[src/rtl/cfg_pkt_pkg.sv]
// Shared definitions for the leaf configure/credit packet protocol.
// Field offsets here are also used by the receive-side decoder.
package cfg_pkt_pkg;

    localparam int PACKET_BITS        = 97;
    localparam int NUM_LEAF_BITS      = 6;
    localparam int NUM_PORT_BITS      = 4;
    localparam int NUM_ADDR_BITS      = 7;
    localparam int NUM_BRAM_ADDR_BITS = 7;
    localparam int PAYLOAD_BITS       = 64;

    localparam logic [NUM_PORT_BITS-1:0] PORT_FIELD_OUT = 4'd0;
    localparam logic [NUM_PORT_BITS-1:0] PORT_FIELD_IN  = 4'd1;
    localparam logic [NUM_PORT_BITS-1:0] IN_PORT_MIN    = 4'd2;
    localparam logic [NUM_PORT_BITS-1:0] IN_PORT_MAX    = 4'd8;
    localparam logic [NUM_PORT_BITS-1:0] OUT_PORT_MIN   = 4'd9;
    localparam logic [NUM_PORT_BITS-1:0] OUT_PORT_MAX   = 4'd15;

    typedef enum logic [1:0] {
        CMD_OUT_BIND = 2'd0,
        CMD_IN_BIND  = 2'd1,
        CMD_CREDIT   = 2'd2,
        CMD_RSVD     = 2'd3
    } cmd_type_e;

    typedef enum logic [1:0] {
        ST_IDLE = 2'd0,
        ST_SEND = 2'd1,
        ST_GAP  = 2'd2
    } tx_state_e;

    // Packet header layout (LSB positions), MSB is the valid bit.
    localparam int PKT_VALID_BIT    = PACKET_BITS - 1;
    localparam int PKT_LEAF_LSB     = PKT_VALID_BIT - NUM_LEAF_BITS;
    localparam int PKT_PORT_LSB     = PKT_LEAF_LSB - NUM_PORT_BITS;
    // Bind payload layout, packed from payload MSB downward.
    localparam int PL_SELF_LSB      = PAYLOAD_BITS - NUM_PORT_BITS;
    localparam int PL_PEER_LEAF_LSB = PL_SELF_LSB - NUM_LEAF_BITS;
    localparam int PL_PEER_PORT_LSB = PL_PEER_LEAF_LSB - NUM_PORT_BITS;
    localparam int PL_BRAM_LSB      = PL_PEER_PORT_LSB - NUM_ADDR_BITS;
    localparam int PL_FREE_LSB      = PL_BRAM_LSB - NUM_BRAM_ADDR_BITS;

    typedef struct packed {
        cmd_type_e                       ctype;
        logic [NUM_LEAF_BITS-1:0]        leaf;
        logic [NUM_PORT_BITS-1:0]        self_port;
        logic [NUM_LEAF_BITS-1:0]        peer_leaf;
        logic [NUM_PORT_BITS-1:0]        peer_port;
        logic [NUM_ADDR_BITS-1:0]        bram_addr;
        logic [NUM_BRAM_ADDR_BITS-1:0]   freespace;
    } cfg_cmd_t;

    function automatic logic cmd_legal(cmd_type_e t, logic [NUM_PORT_BITS-1:0] p);
        case (t)
            CMD_OUT_BIND, CMD_CREDIT: return (p >= OUT_PORT_MIN) && (p <= OUT_PORT_MAX);
            CMD_IN_BIND:              return (p >= IN_PORT_MIN) && (p <= IN_PORT_MAX);
            default:                  return 1'b0;
        endcase
    endfunction

endpackage

[src/rtl/cfg_cmd_fifo.sv]
// Small synchronous command FIFO with full/empty flags.
// Pointers carry one extra wrap bit so full and empty are distinguishable.
module cfg_cmd_fifo #(
    parameter int WIDTH = 8,
    parameter int DEPTH = 4
) (
    input  logic             clk,
    input  logic             rst_n,
    input  logic             push,
    input  logic [WIDTH-1:0] wdata,
    input  logic             pop,
    output logic [WIDTH-1:0] rdata,
    output logic             full,
    output logic             empty
);
    localparam int AW = $clog2(DEPTH);

    logic [DEPTH-1:0][WIDTH-1:0] mem;
    logic [AW:0]                 wr_ptr, rd_ptr;
    logic                        do_push, do_pop;

    assign do_push = push && !full;
    assign do_pop  = pop && !empty;
    assign empty   = (wr_ptr == rd_ptr);
    assign full    = (wr_ptr[AW] != rd_ptr[AW]) && (wr_ptr[AW-1:0] == rd_ptr[AW-1:0]);
    assign rdata   = mem[rd_ptr[AW-1:0]];

    always_ff @(posedge clk or negedge rst_n) begin
        if (!rst_n) begin
            wr_ptr <= '0;
            rd_ptr <= '0;
        end else begin
            if (do_push) wr_ptr <= wr_ptr + 1'b1;
            if (do_pop)  rd_ptr <= rd_ptr + 1'b1;
        end
    end

    always_ff @(posedge clk) begin
        if (do_push) mem[wr_ptr[AW-1:0]] <= wdata;
    end

endmodule

[src/rtl/cfg_packet_tx.sv]
// Configure/credit packet transmitter: buffers commands, checks legality,
// formats packets and emits them with a valid/ready handshake and optional pacing.
module cfg_packet_tx
    import cfg_pkt_pkg::*;
#(
    parameter int PACKET_BITS        = cfg_pkt_pkg::PACKET_BITS,
    parameter int NUM_LEAF_BITS      = cfg_pkt_pkg::NUM_LEAF_BITS,
    parameter int NUM_PORT_BITS      = cfg_pkt_pkg::NUM_PORT_BITS,
    parameter int NUM_ADDR_BITS      = cfg_pkt_pkg::NUM_ADDR_BITS,
    parameter int NUM_BRAM_ADDR_BITS = cfg_pkt_pkg::NUM_BRAM_ADDR_BITS,
    parameter int PAYLOAD_BITS       = cfg_pkt_pkg::PAYLOAD_BITS,
    parameter int FIFO_DEPTH         = 4,
    parameter int MIN_GAP            = 0
) (
    input  logic                          clk,
    input  logic                          reset_n,
    input  logic                          cmd_valid,
    output logic                          cmd_ready,
    input  logic [1:0]                    cmd_type,
    input  logic [NUM_LEAF_BITS-1:0]      cmd_leaf,
    input  logic [NUM_PORT_BITS-1:0]      cmd_self_port,
    input  logic [NUM_LEAF_BITS-1:0]      cmd_peer_leaf,
    input  logic [NUM_PORT_BITS-1:0]      cmd_peer_port,
    input  logic [NUM_ADDR_BITS-1:0]      cmd_bram_addr,
    input  logic [NUM_BRAM_ADDR_BITS-1:0] cmd_freespace,
    output logic [PACKET_BITS-1:0]        configure_out,
    input  logic                          out_ready,
    output logic                          err_illegal,
    output logic [15:0]                   pkt_count
);
    localparam logic [3:0] GAP_LOAD = 4'(MIN_GAP > 0 ? MIN_GAP - 1 : 0);

    logic [1:0]             rst_sync;
    logic                   rst_n_i;
    cfg_cmd_t               cmd_in, fifo_rdata;
    logic                   cmd_acc, cmd_ok, fifo_full, fifo_empty, pop;
    logic                   load, clr, cnt_inc;
    tx_state_e              state_q, state_d;
    logic [3:0]             gap_q, gap_d;
    logic [PACKET_BITS-1:0] out_q;
    logic                   err_q;
    logic [15:0]            cnt_q;

    // Reset asserts asynchronously everywhere but releases on a clock edge.
    always_ff @(posedge clk or negedge reset_n) begin
        if (!reset_n) rst_sync <= '0;
        else          rst_sync <= {rst_sync[0], 1'b1};
    end
    assign rst_n_i = rst_sync[1];

    assign cmd_in = '{ctype:     cmd_type_e'(cmd_type),
                      leaf:      cmd_leaf,
                      self_port: cmd_self_port,
                      peer_leaf: cmd_peer_leaf,
                      peer_port: cmd_peer_port,
                      bram_addr: cmd_bram_addr,
                      freespace: cmd_freespace};

    assign cmd_ready = rst_n_i && !fifo_full;
    assign cmd_acc   = cmd_valid && cmd_ready;
    assign cmd_ok    = cmd_legal(cmd_in.ctype, cmd_in.self_port);

    cfg_cmd_fifo #(
        .WIDTH ($bits(cfg_cmd_t)),
        .DEPTH (FIFO_DEPTH)
    ) u_fifo (
        .clk   (clk),
        .rst_n (rst_n_i),
        .push  (cmd_acc && cmd_ok),
        .wdata (cmd_in),
        .pop   (pop),
        .rdata (fifo_rdata),
        .full  (fifo_full),
        .empty (fifo_empty)
    );

    function automatic logic [PACKET_BITS-1:0] build_pkt(cfg_cmd_t c);
        logic [PACKET_BITS-1:0]   p;
        logic [PAYLOAD_BITS-1:0]  pl;
        logic [NUM_PORT_BITS-1:0] port;
        p    = '0;
        pl   = '0;
        port = c.self_port;
        if (c.ctype == CMD_CREDIT) begin
            pl[0] = 1'b1;
        end else begin
            port = (c.ctype == CMD_IN_BIND) ? PORT_FIELD_IN : PORT_FIELD_OUT;
            pl[PL_SELF_LSB      +: NUM_PORT_BITS] = c.self_port;
            pl[PL_PEER_LEAF_LSB +: NUM_LEAF_BITS] = c.peer_leaf;
            pl[PL_PEER_PORT_LSB +: NUM_PORT_BITS] = c.peer_port;
            if (c.ctype == CMD_OUT_BIND) begin
                pl[PL_BRAM_LSB +: NUM_ADDR_BITS]      = c.bram_addr;
                pl[PL_FREE_LSB +: NUM_BRAM_ADDR_BITS] = c.freespace;
            end
        end
        p[PKT_VALID_BIT]                  = 1'b1;
        p[PKT_LEAF_LSB +: NUM_LEAF_BITS]  = c.leaf;
        p[PKT_PORT_LSB +: NUM_PORT_BITS]  = port;
        p[PAYLOAD_BITS-1:0]               = pl;
        return p;
    endfunction

    always_ff @(posedge clk or negedge rst_n_i) begin
        if (!rst_n_i) begin
            state_q <= ST_IDLE;
            gap_q   <= '0;
            out_q   <= '0;
            err_q   <= 1'b0;
            cnt_q   <= '0;
        end else begin
            state_q <= state_d;
            gap_q   <= gap_d;
            err_q   <= cmd_acc && !cmd_ok;
            if (cnt_inc) cnt_q <= cnt_q + 16'd1;
            if (load)     out_q <= build_pkt(fifo_rdata);
            else if (clr) out_q <= '0;
        end
    end

    always_comb begin
        state_d = state_q;
        gap_d   = gap_q;
        pop     = 1'b0;
        load    = 1'b0;
        clr     = 1'b0;
        cnt_inc = 1'b0;
        case (state_q)
            ST_IDLE: begin
                if (!fifo_empty) begin
                    pop     = 1'b1;
                    load    = 1'b1;
                    state_d = ST_SEND;
                end
            end
            ST_SEND: begin
                if (out_ready) begin
                    cnt_inc = 1'b1;
                    if (MIN_GAP > 0) begin
                        clr     = 1'b1;
                        gap_d   = GAP_LOAD;
                        state_d = ST_GAP;
                    end else if (!fifo_empty) begin
                        pop  = 1'b1;
                        load = 1'b1;
                    end else begin
                        clr     = 1'b1;
                        state_d = ST_IDLE;
                    end
                end
            end
            ST_GAP: begin
                // Leaving the gap straight into SEND keeps the idle run at exactly MIN_GAP.
                if (gap_q != 4'd0) begin
                    gap_d = gap_q - 4'd1;
                end else if (!fifo_empty) begin
                    pop     = 1'b1;
                    load    = 1'b1;
                    state_d = ST_SEND;
                end else begin
                    state_d = ST_IDLE;
                end
            end
            default: state_d = ST_IDLE;
        endcase
    end

    assign configure_out = out_q;
    assign err_illegal   = err_q;
    assign pkt_count     = cnt_q;

endmodule

[config.mk]
export PLATFORM = sky130hd
export DESIGN_NAME = cfg_packet_tx
export DESIGN_NICKNAME = d
export VERILOG_FILES = /design/src/rtl/cfg_pkt_pkg.sv /design/src/rtl/cfg_cmd_fifo.sv /design/src/rtl/cfg_packet_tx.sv
export SDC_FILE = /design/constraint.sdc
export NUM_CORES = 1
export LEC_CHECK = 0
export ABC_AREA = 1
export CAP_MARGIN = 20
export CELL_PAD_IN_SITES_DETAIL_PLACEMENT = 2
export CELL_PAD_IN_SITES_GLOBAL_PLACEMENT = 2
export CORE_ASPECT_RATIO = 1.5
export CORE_MARGIN = 4
export CORE_UTILIZATION = 31
export DETAILED_ROUTE_END_ITERATION = 6
export PLACE_DENSITY_LB_ADDON = 0.1
export SLEW_MARGIN = 20
export SYNTH_ARGS = -nofsm -noshare
export SYNTH_HDL_FRONTEND = slang
export SYNTH_SLANG_ARGS = --single-unit
[constraint.sdc]
create_clock -name clk -period 2.2 [get_ports clk]
set_input_delay 0.33 -clock clk [delete_from_list [all_inputs] [get_ports clk]]
set_output_delay 0.33 -clock clk [all_outputs]
set_load 0.02 [all_outputs]
==> results of run 1 <==
where the power goes:
part           internal, W  switching [W]
clock network      0.00193        0.00155
registers          0.00482       0.000371
logic              0.00179        0.00316
registers in the layout (all words and copies together), names as in the netlist:
| name | count |
|---|---|
| pkt_count | 16 |
| configure_out | 40 |
| u_fifo.wr_ptr | 3 |
| rst_sync | 2 |
| u_fifo.mem | 144 |
| state_q | 1 |
| u_fifo.rd_ptr | 3 |
| err_illegal | 1 |
metal layers:
metal | vias to the layer above | track usage | wire [microns]
met2 | 125 | 0.297 | 13400
li1 | 2787 | - | -
met3 | 26 | 0.0257 | 939
met1 | 3072 | 0.177 | 9860
met5 | - | 0 | 0
met4 | 0 | 0.0390 | 410
worst paths after layout:
kind                             startpoint                end  cells after the start
hold / removal                      reset_n        rst_sync[0]                      1
setup reg to reg           u_fifo.rd_ptr[0]  configure_out[86]                     10
min in group clk                rst_sync[0]        rst_sync[1]                      0
hold reg to reg                 rst_sync[1]         state_q[0]                      0
max in group asynchronous       rst_sync[1]  configure_out[43]                      1
setup / recovery           u_fifo.wr_ptr[0]          cmd_ready                      5
cell usage after synthesis (2+ instances only):
| library cell | instances |
|---|---|
| conb_1 | 2 |
| nand2_1 | 141 |
| buf_2 | 11 |
| o21ai_0 | 68 |
| nand4_1 | 3 |
| a21oi_1 | 2 |
| o21bai_1 | 3 |
| nor2_2 | 2 |
| xnor2_1 | 3 |
| clkbuf_1 | 15 |
| dfrtp_1 | 66 |
| buf_6 | 2 |
| o22ai_1 | 33 |
| edfxtp_1 | 144 |
| xor2_1 | 6 |
| or2_2 | 2 |
| nor3_1 | 6 |
| nor3b_1 | 4 |
| inv_1 | 30 |
| ha_1 | 6 |
| nand3_1 | 70 |
| buf_4 | 64 |
| nor2_1 | 81 |
cell usage in the layout (no fill, tap or decap), types with 28 or more instances in the layout:
master,synthesis,routed
clkdlybuf4s50_1,0,96
conb_1,2,58
dfrtp_1,66,62
edfxtp_1,144,144
inv_1,30,28
nand2_1,141,140
nand3_1,70,69
nor2_1,81,81
o21ai_0,68,68
o22ai_1,33,33
what timing repair did:
item                                    4_1_cts  5_1_grt
gates cloned                                  0        0
pin swaps                                     1        1
resized for setup                             4        3
endpoints found under the setup margin        1       15
endpoints found under the hold margin         0        0
buffers inserted                              0        1
logic make-up after synthesis:
| logic type | share of synthesized area |
|---|---|
| and+or+nand+nor | 0.153 |
| adders and majority gates | 0.00849 |
| other | 0.000849 |
| buffers and inverters | 0.0838 |
| DFF | 0.676 |
| xor gates and xnor gates | 0.0108 |
| AOI/OAI and AO/OA | 0.0671 |
through the flow:
| step | instances | setup WS [ns] |
|---|---|---|
| after global placement | 1216 | 0.0176 |
| after global routing | 1258 | 0.105 |
| after CTS | 1257 | 0.0245 |
| after detailed placement | 1216 | -0.0684 |
| final | 1258 | 0.226 |
| after floorplan | 832 | -0.379 |
cell type report:
class	instances	area [sq um]	share of cell area
Clock buffer	28	594	0.0543
Clock inverter	13	78.8	0.00721
Inverter	32	123	0.0112
Multi-Input combinational cell	497	2400	0.219
Sequential cell	210	5980	0.547
Tap cell	346	433	0.0396
Timing Repair Buffer	132	1330	0.121
==> flow_metrics.py, run 1 <==
metrics = {
    "clock_network": {
        "cts_tree": "done",
        "cts_made_buffers": 23,
        "htree_levels": 1,
        "clkTransAtPathRegs_ns": 0.06,
        "worst_skew_pair.late_latency_ns": 0.51,
        "root_buffer": "clkbuf_16",
        "cts.path.max_buffers": 3,
        "cts_hold_buf": 0,
        "cts_sinks": 210,
    },
    "synthesis": {
        "syn_area_per_cell_sq_um": 11.4,
        "async_reset_ff_frac": 0.314,
        "synth_edf_count": 144,
        "synth-main-ff-cell": "edfxtp_1",
        "synthTopCellsByArea": "edfxtp_1 49%, dfrtp_1 19%, nand2_1 6.0%, buf_4 5.4%, nand3_1 4.0%",
        "yosysSeqAreaShare": 0.676,
        "synth_cell_type_count": 35,
        "synthCells": 776,
        "synth.top_cell.area_share": 0.489,
        "yosys_warnings": 0,
        "syn_area_sq_um": 8840,
        "yosys.area.top_type": "edfxtp_1",
        "ys_seq_elements": 210,
    },
    "timing": {
        "max_slew_margin": 0.639,
        "worst_slew_pin_slew_ns": 0.542,
        "hold_viol": 0,
        "tns_ns": 0,
        "whs_ns": 0.0267,
        "rsz0062_at_grt": "no",
        "min_period_over_period": 0.897,
        "min_period_ns": 1.97,
        "finalSetupViolCount": 0,
        "skew_ns": 0.00954,
        "finalMaxSlewViolations": 0,
        "max_freq_ghz": 0.507,
    },
    "finish": {
        "drive_gt1_frac": 0.105,
        "synthToLayoutAreaGrowth_pct": 23.7,
        "num-fill-cells": 2956,
        "fin_util": 0.390,
        "antenna_cells": 0,
        "design_area_sq_um": 10900,
        "nets": 942,
    },
    "critical_path": {
        "max_stage_delay_ns": 0.46,
        "crit_slowest_cell": "dfrtp_2",
        "endpoint_kind": "output pin",
        "path_cells": "xnor2_2 > nand3_2 > nand2_1 > inv_1 > clkbuf_2",
        "cp.arrival_ns": 1.64,
        "worstPathMaxFanout": 4,
        "cpLargestDelayFamily": "flip-flops",
        "path_buf_inv": 2,
        "start_kind": "register",
        "path_class": "reg -> out",
        "reg2reg_slack_ns": 0.32,
        "worst-endpoint-required_ns": 1.87,
    },
    "routing": {
        "routedWlPerCell_microns": 19.6,
        "routed_via_density": 4.78,
        "drc_errors": 0,
        "totalWireLength_microns": 24700,
        "drt-pass1-iter-count": 4,
        "vias": 6010,
        "antenna_left": 0,
        "drt-initial-drc-count": 172,
    },
    "global_route": {
        "grt_max_degree": 76,
        "grt_pass1_wl_microns": 39000,
        "grt_pass1_vias": 6906,
        "grt_use_total": 0.155,
        "grt_antenna_before_repair": 0,
        "overflow": 0,
    },
    "place": {
        "gp_congestion": 0.774,
        "hpwl_microns": 17100,
        "dpl_cell_area_sq_um": 10200,
        "port_buffers": 97,
    },
    "run_status": {
        "status": "complete, no violations",
    },
    "power": {
        "ir_worst_vdd_v": 0.000550,
        "power_density_nw_per_um2": 1250,
        "leakage_nw": 4.36,
        "power.total_w": 0.0136,
    },
    "floorplanning": {
        "core_sq_um": 28100,
        "io_pins": 155,
        "die_w_microns": 146,
        "start_util": 0.315,
        "dieHeight_microns": 215,
        "fp.dieArea_sq_um": 31300,
        "rows": 75,
    },
    "hold_path": {
        "hold_path_class": "in -> async",
    },
    "flow_run": {
        "drv_cap": 0,
    },
}
(Power assumes the default switching activity.)
==> run 2: changes to the inputs <==
--- a/config.mk
+++ b/config.mk
@@ -11,7 +11,8 @@
 export CELL_PAD_IN_SITES_GLOBAL_PLACEMENT = 2
 export CORE_ASPECT_RATIO = 1.5
 export CORE_MARGIN = 4
-export CORE_UTILIZATION = 31
+export CORE_UTILIZATION = 32
+export CTS_BUF_LIST = sky130_fd_sc_hd__clkbuf_8
 export DETAILED_ROUTE_END_ITERATION = 6
 export PLACE_DENSITY_LB_ADDON = 0.1
 export SLEW_MARGIN = 20
==> flow_metrics.py, run 2 (synthesis gave the netlist of run 1 again) <==
metrics = {
    "global_route": {
        "grt.met3_usage": 0.0269,
        "grt_max_degree": 43,
        "grt_pass1_vias": 7033,
        "grt_use_met2": 0.318,
        "overflow": 0,
        "grt_pass1_wl_microns": 39400,
        "grt_antenna_before_repair": 0,
        "grt_use_total": 0.166,
        "busiest_layer": "met2",
        "grt_util_met1": 0.191,
    },
    "power": {
        "combPwrFrac": 0.357,
        "leakage_nw": 4.46,
        "power_density_nw_per_um2": 1250,
        "ir_worst_vdd_v": 0.000595,
        "p_clk_frac": 0.268,
        "power.total_w": 0.0138,
        "power.switching_w": 0.00512,
        "sequentialPowerShare": 0.375,
        "swShare": 0.370,
        "p_int_w": 0.00872,
    },
    "place": {
        "port_buffers": 97,
        "hpwl_microns": 17100,
        "gp_congestion": 0.735,
        "place_worst_setup_slack_ns": -0.110,
    },
    "routing": {
        "drt-initial-drc-count": 209,
        "drt-pass1-iter-count": 4,
        "vias": 6115,
        "drc_errors": 0,
        "routed_via_density": 4.78,
        "routedWlPerCell_microns": 19.4,
        "totalWireLength_microns": 24800,
        "antenna_left": 0,
    },
    "critical_path": {
        "path_class": "reg -> out",
        "start_kind": "register",
        "max_stage_delay_ns": 0.43,
        "crit_slowest_cell": "dfrtp_1",
        "path_cells": "inv_2 > nand2_1 > nand2_2 > nand3_2 > nand2_1 > inv_1 > clkdlybuf4s15_1",
        "cpLargestDelayFamily": "flip-flops",
        "endpoint_kind": "output pin",
        "worstPathMaxFanout": 4,
        "worst-endpoint-required_ns": 1.87,
        "cp.arrival_ns": 1.73,
        "path_buf_inv": 3,
        "path_common_cell": "nand2_1",
    },
    "floorplanning": {
        "dieHeight_microns": 212,
        "start_util": 0.325,
        "core_sq_um": 27200,
        "fp.dieArea_sq_um": 30400,
        "die_w_microns": 144,
        "io_pins": 155,
        "rows": 74,
    },
    "finish": {
        "synthToLayoutAreaGrowth_pct": 24.9,
        "nets": 955,
        "most-common-layout-cells": "144 x edfxtp_1, 139 x nand2_1, 96 x clkdlybuf4s50_1",
        "drive_gt1_frac": 0.118,
        "num-fill-cells": 2848,
        "final_common_cell": "edfxtp_1",
        "fin_util": 0.406,
        "largest_reg_flops": 144,
        "antenna_cells": 0,
    },
    "timing": {
        "min_period_ns": 2.06,
        "skew_ns": 0.0284,
        "min_period_over_period": 0.936,
        "max_freq_ghz": 0.486,
        "finalSetupViolCount": 0,
        "rsz0062_at_grt": "no",
        "finalWorstSetupSlack_ns": 0.142,
        "hold_viol": 0,
        "tns_ns": 0,
        "whs_ns": 0.0474,
        "finalMaxSlewViolations": 0,
    },
    "clock_network": {
        "clkTransAtPathRegs_ns": 0.06,
        "cts_hold_buf": 0,
        "cts_made_buffers": 36,
        "worst_skew_pair.late_latency_ns": 0.52,
        "cts_sinks": 210,
        "cts_tree": "done",
        "htree_levels": 2,
        "cts.path.max_buffers": 3,
        "root_buffer": "clkbuf_8",
    },
    "hold_path": {
        "hold_path_class": "in -> async",
    },
    "run_status": {
        "status": "complete, no violations",
    },
    "flow_run": {
        "drv_cap": 0,
    },
}
run 2: cell count changes in the layout (fill, tap and decap cells not counted), moves of 3 or more:
| cell | previous run | this run |
|---|---|---|
| clkbuf_1 | 5 | 0 |
| bufinv_16 | 0 | 3 |
| clkbuf_8 | 0 | 43 |
| clkinv_1 | 2 | 7 |
| inv_1 | 28 | 36 |
| clkbuf_16 | 23 | 0 |
run 2: layout make-up:
cell class | instances | area (sq um) | share of cell area
timing repair buffer | 132 | 1350 | 0.122
multi-input combinational | 497 | 2400 | 0.217
clock buffer | 43 | 592 | 0.0536
inverter | 32 | 123 | 0.0111
sequential | 210 | 5980 | 0.541
clock inverter | 23 | 175 | 0.0159
tap | 342 | 428 | 0.0387
run 2: metal layers:
| metal | wire length [microns] | share of wire | vias up |
|---|---|---|---|
| met5 | 0 | 0 | - |
| met4 | 427 | 0.017 | 0 |
| met3 | 932 | 0.038 | 30 |
| met2 | 13800 | 0.56 | 131 |
| met1 | 9550 | 0.39 | 3129 |
| li1 | - | - | 2825 |
run 2: path summary, 6_finish.rpt:
path,to,start,cells after the start,slack [ns]
max,cmd_ready,u_fifo.wr_ptr[1],7,0.14
min,rst_sync[0],reset_n,1,0.05
max reg2reg,configure_out[88],u_fifo.rd_ptr[0],10,0.24
min reg2reg,pkt_count[15],rst_sync[1],0,0.10
max in group asynchronous,pkt_count[0],rst_sync[1],2,0.91
min in group clk,rst_sync[1],rst_sync[0],0,0.35
run 2: per-stage QoR:
| stage | instances | area [sq um] |
|---|---|---|
| after global routing | 1279 | 11000 |
| after global placement | 1212 | 10300 |
| final | 1279 | 11000 |
| after CTS | 1278 | 11000 |
| after floorplan | 832 | 9110 |
| after detailed placement | 1212 | 10300 |
run 2: power groups by stage:
stage          clock [W]  combinational [W]  sequential, W
2_1_floorplan          0            0.00268        0.00562
3_3_place_gp           0            0.00480        0.00523
3_5_place_dp           0            0.00501        0.00527
4_1_cts          0.00386            0.00505        0.00520
5_1_grt          0.00403            0.00551        0.00526
6_report         0.00371            0.00495        0.00519
run 2: repair_timing:
action,4_1_cts,5_1_grt
resized for setup,3,3
setup buffers,0,1
setup endpoints to repair,1,2
pin swaps,0,1
